**config.mk**
```make
export PLATFORM = sky130hd
export DESIGN_NAME = fp_regfile_sb
export DESIGN_NICKNAME = d
export VERILOG_FILES = /design/src/rtl/fp_regfile_sb.sv
export SDC_FILE = /design/constraint.sdc
export NUM_CORES = 2
export LEC_CHECK = 0
export ABC_CLOCK_PERIOD_IN_PS = 6400
export CORE_AREA = 2 2 580 582
export DETAILED_ROUTE_END_ITERATION = 8
export DIE_AREA = 0 0 582 584
export DONT_BUFFER_PORTS = 1
export SLEW_MARGIN = 20
export SYNTH_ARGS = -nofsm -noshare
export SYNTH_HDL_FRONTEND = slang
export SYNTH_SLANG_ARGS = --single-unit
```
**constraint.sdc**
```tcl
create_clock -name clk -period 6.4 [get_ports clk]
set_input_delay 0.64 -clock clk [delete_from_list [all_inputs] [get_ports clk]]
set_output_delay 0.64 -clock clk [all_outputs]
set_load 0.05 [all_outputs]
```
**src/rtl/fp_regfile_sb.sv**
```systemverilog
// fp_regfile_sb: FP register file, busy scoreboard and clear sequencer; FPRF_BYPASS_EN adds same-cycle write-to-read bypass
module fp_regfile_sb #(
    parameter int DATA_W = 64,
    parameter int DEPTH  = 32,
    parameter int ADDR_W = 5
) (
    input  logic              clk,
    input  logic              rst,
    input  logic              Clr_Req,
    input  logic              W_En,
    input  logic [ADDR_W-1:0] W_Addr,
    input  logic [DATA_W-1:0] WR,
    input  logic              Iss_En,
    input  logic [ADDR_W-1:0] Iss_Addr,
    input  logic [ADDR_W-1:0] R_Addr,
    input  logic [ADDR_W-1:0] S_Addr,
    output logic [DATA_W-1:0] R,
    output logic [DATA_W-1:0] S,
    output logic              R_Busy,
    output logic              S_Busy,
    output logic              Iss_Busy,
    output logic              Ready
);
    typedef enum logic {CLEAR, READY} state_t;
    state_t state, state_nx;
    logic [DATA_W-1:0] mem [DEPTH];
    logic [DEPTH-1:0] busy;
    logic [ADDR_W-1:0] idx;
    logic wr_ok, r_hit, s_hit;
    assign Ready = state == READY;
    assign wr_ok = Ready && W_En && !Clr_Req;
    always_comb begin
        state_nx = state;
        if (state == CLEAR && idx == ADDR_W'(DEPTH - 1))
            state_nx = READY;
        else if (state == READY && Clr_Req)
            state_nx = CLEAR;
    end
    always_ff @(posedge clk) begin
        state <= rst ? CLEAR : state_nx;
        if (rst) begin
            idx  <= '0;
            busy <= '0;
        end else if (!Ready) begin
            idx <= idx + 1'b1;
        end else if (Clr_Req) begin
            idx  <= '0;
            busy <= '0;
        end else begin
            if (W_En)
                busy[W_Addr] <= 1'b0;
            if (Iss_En)
                busy[Iss_Addr] <= 1'b1;
        end
    end
    // The array has no reset: the clear sequencer zeroes it one entry per cycle.
    always_ff @(posedge clk) begin
        if (!rst) begin
            if (!Ready)
                mem[idx] <= '0;
            else if (wr_ok)
                mem[W_Addr] <= WR;
        end
    end
`ifdef FPRF_BYPASS_EN
    assign r_hit = wr_ok && W_Addr == R_Addr;
    assign s_hit = wr_ok && W_Addr == S_Addr;
`else
    assign r_hit = 1'b0;
    assign s_hit = 1'b0;
`endif
    always_comb begin
        R        = !Ready ? '0 : r_hit ? WR : mem[R_Addr];
        S        = !Ready ? '0 : s_hit ? WR : mem[S_Addr];
        R_Busy   = Ready && !r_hit && busy[R_Addr];
        S_Busy   = Ready && !s_hit && busy[S_Addr];
        Iss_Busy = Ready && busy[Iss_Addr];
    end
endmodule

```
Word-level counts from Yosys, hierarchy flattened
Memory sizes are Yosys's and may differ from the RTL's.
Cells that the tools add are included.
{ "word_totals": {"register_bits": 38, "ramBits": 2048, "input_bits": 89, "output_inout_bits": 132, "elab_cells": 61, "memories": 1} }
{ "op_classes": {"add_sub_neg": 1, "n_lt_le_gt_ge": 6, "n_eq_ne": 2, "muxes": 32, "bitwise_logic": 4, "reduce_logical": 12} }
{ "memory_table": {"columns": ["memory", "depth", "width", "read_ports", "rd_ports_with_merged_regs", "wr", "line", "text"], "rows": [
  ["mem", 32, 64, 2, 0, 1, "26", "logic [DATA_W-1:0] mem [DEPTH];"]
]} }
{ "op_table": {"columns": ["op", "n"], "rows": [
  ["$mux 32", 6],
  ["$mux 64", 3],
  ["$reduce_or 64->1", 1],
  ["$and 32x32->32", 1],
  ["$not 32->32", 1],
  ["$or 32x32->32", 1],
  ["$lt 5x6->1 const B", 4],
  ["$bmux 1 s5", 3],
  ["$mux 1", 15],
  ["$mux 5", 3],
  ["$demux 1 s5", 2],
  ["$ge 5x1->1 const B", 2],
  ["$logic_and 1x1->1", 9],
  ["$add 5x1->5 const B", 1],
  ["$eq 5x5->1 const B", 1],
  ["$ne 2x2->1 const B", 1],
  ["$reduce_bool 2->1", 1],
  ["$logic_not 1->1", 1],
  ["$not 1->1", 1]
]} }

Logic depth before layout (Yosys ltp)
{ "depth": {"depth_word": 13, "mapped_depth": 9, "depth_no_buf": 5} }

Worst setup path after synthesis
No wires, ideal clock.
{ "synth_path": {"path_kind": "input to register", "startpoint": "input port rst", "endpoint": "memory mem[0][0], enable pin", "setup_ns": 0.486, "arrival_ns": 4.502, "required_time_ns": 5.914, "setup_slack_ns": 1.412, "stages": 6, "n_path_buf": 2, "cell_sequence": "clkbuf_1 -> nor4bb_1 -> buf_2 -> mux2i_1 -> nand2_1 -> nor2_1"} }
{ "synth_between": {"elab_chain_cells": 4, "elab_cells_between_ends": 7, "cone_classes": "6 x mux; 1 x reduce/logical"} }
{ "synth_rtl": {"columns": ["element", "line", "text"], "rows": [
  ["start, declared", "8", "input logic rst,"],
  ["$mux 1", "58", "if (!rst) begin"],
  ["$mux 1 (not written as such)", "62", "mem[W_Addr] <= WR;"],
  ["$reduce_or 64->1 (no source line)", null, null],
  ["$mux 5 (no source line) or $mux 1 (tied branches)", null, null],
  ["end, declared", "26", null]
]} }
Several ways; a longest one is shown, not always the timed one.

Final worst setup path
{ "layout_path": {"startpoint": "input port R_Addr[0]", "endpoint": "output port R[51]"} }
{ "layout_between": {"elab_chain_cells": 2} }
{ "layout_rtl": {"columns": ["element", "line", "text"], "rows": [
  ["start, declared", "15", "input logic [ADDR_W-1:0] R_Addr,"],
  ["$mem_v2 32x64", null, null],
  ["$mux 64", "73", "R = !Ready ? '0 : r_hit ? WR : mem[R_Addr];"],
  ["end, declared", "17", "output logic [DATA_W-1:0] R,"]
]} }
No other way between the ends.

==> results.json <==
{
  "fmax_mhz": 171,
  "seq_area_frac_synth_pct": 64.5,
  "wl_per_cell_microns": 33.8,
  "top_layer_used": "met5",
  "async_reset_ff_share_pct": 0,
  "met2_wirelength_microns": 152000,
  "crit_path_start_kind": "primary input",
  "overflow": 0,
  "cts.sinks": 2086,
  "cp_data_arrival_time_ns": 5.19,
  "core_area_sq_um": 333000,
  "rrSetupSlack_ns": 2.36,
  "worst-path-max-fanout": 90,
  "min_period_over_period_pct": 91.2,
  "syn_inst": 4814,
  "grt_pass1_vias": 55700,
  "nets": 4905,
  "place_hpwl_microns": 181000,
  "hold_path_class": "in -> reg",
  "synthTopCellsByArea": "edfxtp_1 (64%), mux4_2 (24%), a22oi_1 (1.3%), dfxtp_1 (0.79%), mux2i_1 (0.70%)",
  "drive_gt1_share_pct": 33.9,
  "numCtsBuffers": 215,
  "cts_root_buffer": "clkbuf_16",
  "whs_endpoint": "busy[30]$_SDFFE_PP0P_",
  "synth_cell_type_count": 63,
  "route.vias.total": 54900,
  "wirelength_microns": 317000,
  "syn_area_per_cell_sq_um": 20.0,
  "postRouteAntennaNets": 0,
  "syn_area_sq_um": 96500,
  "first_iter_violations": 6827,
  "placementRows": 212,
  "die_x_microns": 582,
  "htreeDepth": 4,
  "drcViolationCount": 0,
  "fin_skew_ns": 0.0574,
  "dr.pass1.iters": 5,
  "min_path_cells": 2,
  "grt_pass1_wl_microns": 441000,
  "tns_ns": 0,
  "clk_path_buf_depth": 3,
  "rr_endpoint": "mem[30][12]$_DFFE_PP_",
  "grt_max_degree": 510,
  "worst_pin_slew_ns": 1.42,
  "ys_ff_latch": 2086,
  "die_h_microns": 584,
  "synth_top_cell_by_area": "edfxtp_1",
  "fin_ws_ns": 0.566,
  "syn-num-nets": 4905,
  "power_density_nw_per_um2": 260,
  "synth_edf_count": 2048,
  "post_cts.repair.setup_buffers": 0,
  "cap_violations": 0,
  "clkSlewWorstSetupHoldPaths_ns": 0.06,
  "yosys_warnings": 0,
  "layout_min_cycle_time_ns": 5.83,
  "setup_viol": 0,
  "antenna_found_initial": 59,
  "required_ns": 5.76,
  "rr_worst_depth": 6,
  "hold_viol": 0,
  "dieArea_sq_um": 340000,
  "grt_use_total_pct": 18.2,
  "wl_met1_microns": 123000,
  "wl_met3_microns": 30200,
  "slew_headroom_pct": 5.46,
  "io_buffers": 0,
  "drv_slew": 0,
  "irDropWorstVdd_v": 0.000303,
  "start_util_pct": 29.0,
  "vias_per_cell": 5.84,
  "io_pins": 221,
  "status": "finished clean",
  "synth_ff_type": "edfxtp_1",
  "tritoncts": "done",
  "reg2reg_from": "Ready$_SDFFE_PP0P_",
  "syn2layout_area_growth_pct": 13.8,
  "crit_type": "in -> out",
  "synth_top_area_share_pct": 63.8,
  "place_ws_ns": 0.162,
  "gp_congestion": 0.798,
  "leakage_nw": 29.0,
  "rsz0062_at_grt": "false",
  "hp-start": "Iss_Addr[2]",
  "endpoint_kind": "output pin",
  "clock_latency_ns": 0.88
}
==> cells in the final DEF, fill, tap and decap left out, types with 37 or more instances in the layout <==
master,n
clkinv_1,55
dfxtp_1,37
o22ai_1,84
a22oi_1,162
o21ai_0,88
nand2b_1,43
nor2b_1,39
a21oi_1,109
a22o_1,60
clkinv_2,43
edfxtp_1,2048
mux2i_1,67
nand2_1,66
clkbuf_1,45
a221oi_1,51
buf_4,96
mux4_2,1034
clkbuf_16,219
==> layout make-up <==
type / count / area, sq um
inverters: 9 / 33.8
repair buffers: 180 / 2160
well taps: 4387 / 5490
fillers: 31100 / 223000
flip-flops and latches: 2086 / 62300
clock inverters: 130 / 1170
diodes: 23 / 57.6
multi-input cells: 2322 / 32900
clock buffers: 263 / 5620
==> cell families (layout without fill, tap and decap cells) <==
| group | Yosys count | in the layout | share of synthesized area [%] |
|---|---|---|---|
| other | 0 | 23 | 0 |
| and+or+nand+nor | 435 | 435 | 2.56 |
| adders and majority gates | 2 | 2 | 0.0259 |
| DFF | 2086 | 2086 | 64.5 |
| muxes | 1133 | 1133 | 25.2 |
| AOI/OAI and AO/OA | 750 | 750 | 5.46 |
| xor gates and xnor gates | 2 | 2 | 0.0182 |
| buffers and inverters | 406 | 582 | 2.18 |
==> timing repair <==
action,in CTS,in global routing
setup endpoints to repair,0,3
resized for setup,0,0
endpoints found under the hold margin,9,0
hold buffers,5,0
==> sequential cells by signal, summed over array words and instances (netlist names) <==
name,flops
busy,32
idx,5
Ready,1
mem,2048
==> synthesized netlist by cell type (25+ instances only) <==
library cell  number
edfxtp_1        2048
mux4_2          1034
a22oi_1          162
clkbuf_1         148
buf_2            125
a21oi_1          109
o22ai_1           91
o21ai_0           88
buf_4             70
nand2_1           69
and2_1            68
mux2i_1           67
a22o_1            60
nor2_1            59
a221oi_1          54
nor2b_1           47
nand2b_1          45
dfxtp_1           38
or2_1             36
mux2_2            32
buf_1             31
a211oi_1          27
a221o_1           26
a31oi_1           25
nor4_1            25
==> power by group <==
| part | internal (mW) | total [mW] | switching, mW |
|---|---|---|---|
| clock | 6.91 | 12.3 | 5.42 |
| sequential | 14.9 | 14.9 | 0.0427 |
| combinational | 0.600 | 1.33 | 0.727 |
| total | 22.4 | 28.6 | 6.19 |
==> worst max path at each step <==
stage	start	to	slack [ns]	depth (start not counted)
global placement	Ready$_SDFFE_PP0P_	S[42]	2.16	5
CTS	R_Addr[0]	R[51]	0.16	10
finish	R_Addr[0]	R[51]	0.57	10
floorplan	rst	mem[0][0]$_DFFE_PP_	1.41	6
detailed placement	R_Addr[0]	R[51]	0.16	10
global route	R_Addr[0]	R[51]	0.07	10
==> stage by stage <==
| stage | area (sq um) | instances | power, mW | util [%] | hold WS (ns) |
|---|---|---|---|---|---|
| final | 110000 | 9400 | 28.6 | 33.0 | 0.0586 |
| after global routing | 110000 | 9387 | 29.3 | 33.0 | 0.0435 |
| after CTS | 109000 | 9361 | 28.5 | 32.8 | 0.000290 |
| after detailed placement | 102000 | 8963 | 16.3 | 30.8 | 0.507 |
| after global placement | 102000 | 8955 | 16.2 | 30.7 | 0.502 |
| after floorplan | 96500 | 4814 | 16.3 | - | 0.473 |
==> metal layers <==
metal	GRT usage, %	vias up
li1	-	21200
met1	23.9	30000
met2	29.3	3043
met3	4.38	627
met4	6.92	30
met5	0	-
==> critical path, stage by stage <==
cell and delay (ns):
buf_16 0.42, buf_16 0.41, buf_16 0.50, buf_16 0.50
buf_16 0.54, mux4_2 0.59, a22o_1 0.24, a221oi_1 0.42
o22ai_1 0.25, buf_4 0.28
Note: power is estimated with default switching activity, not from simulation.
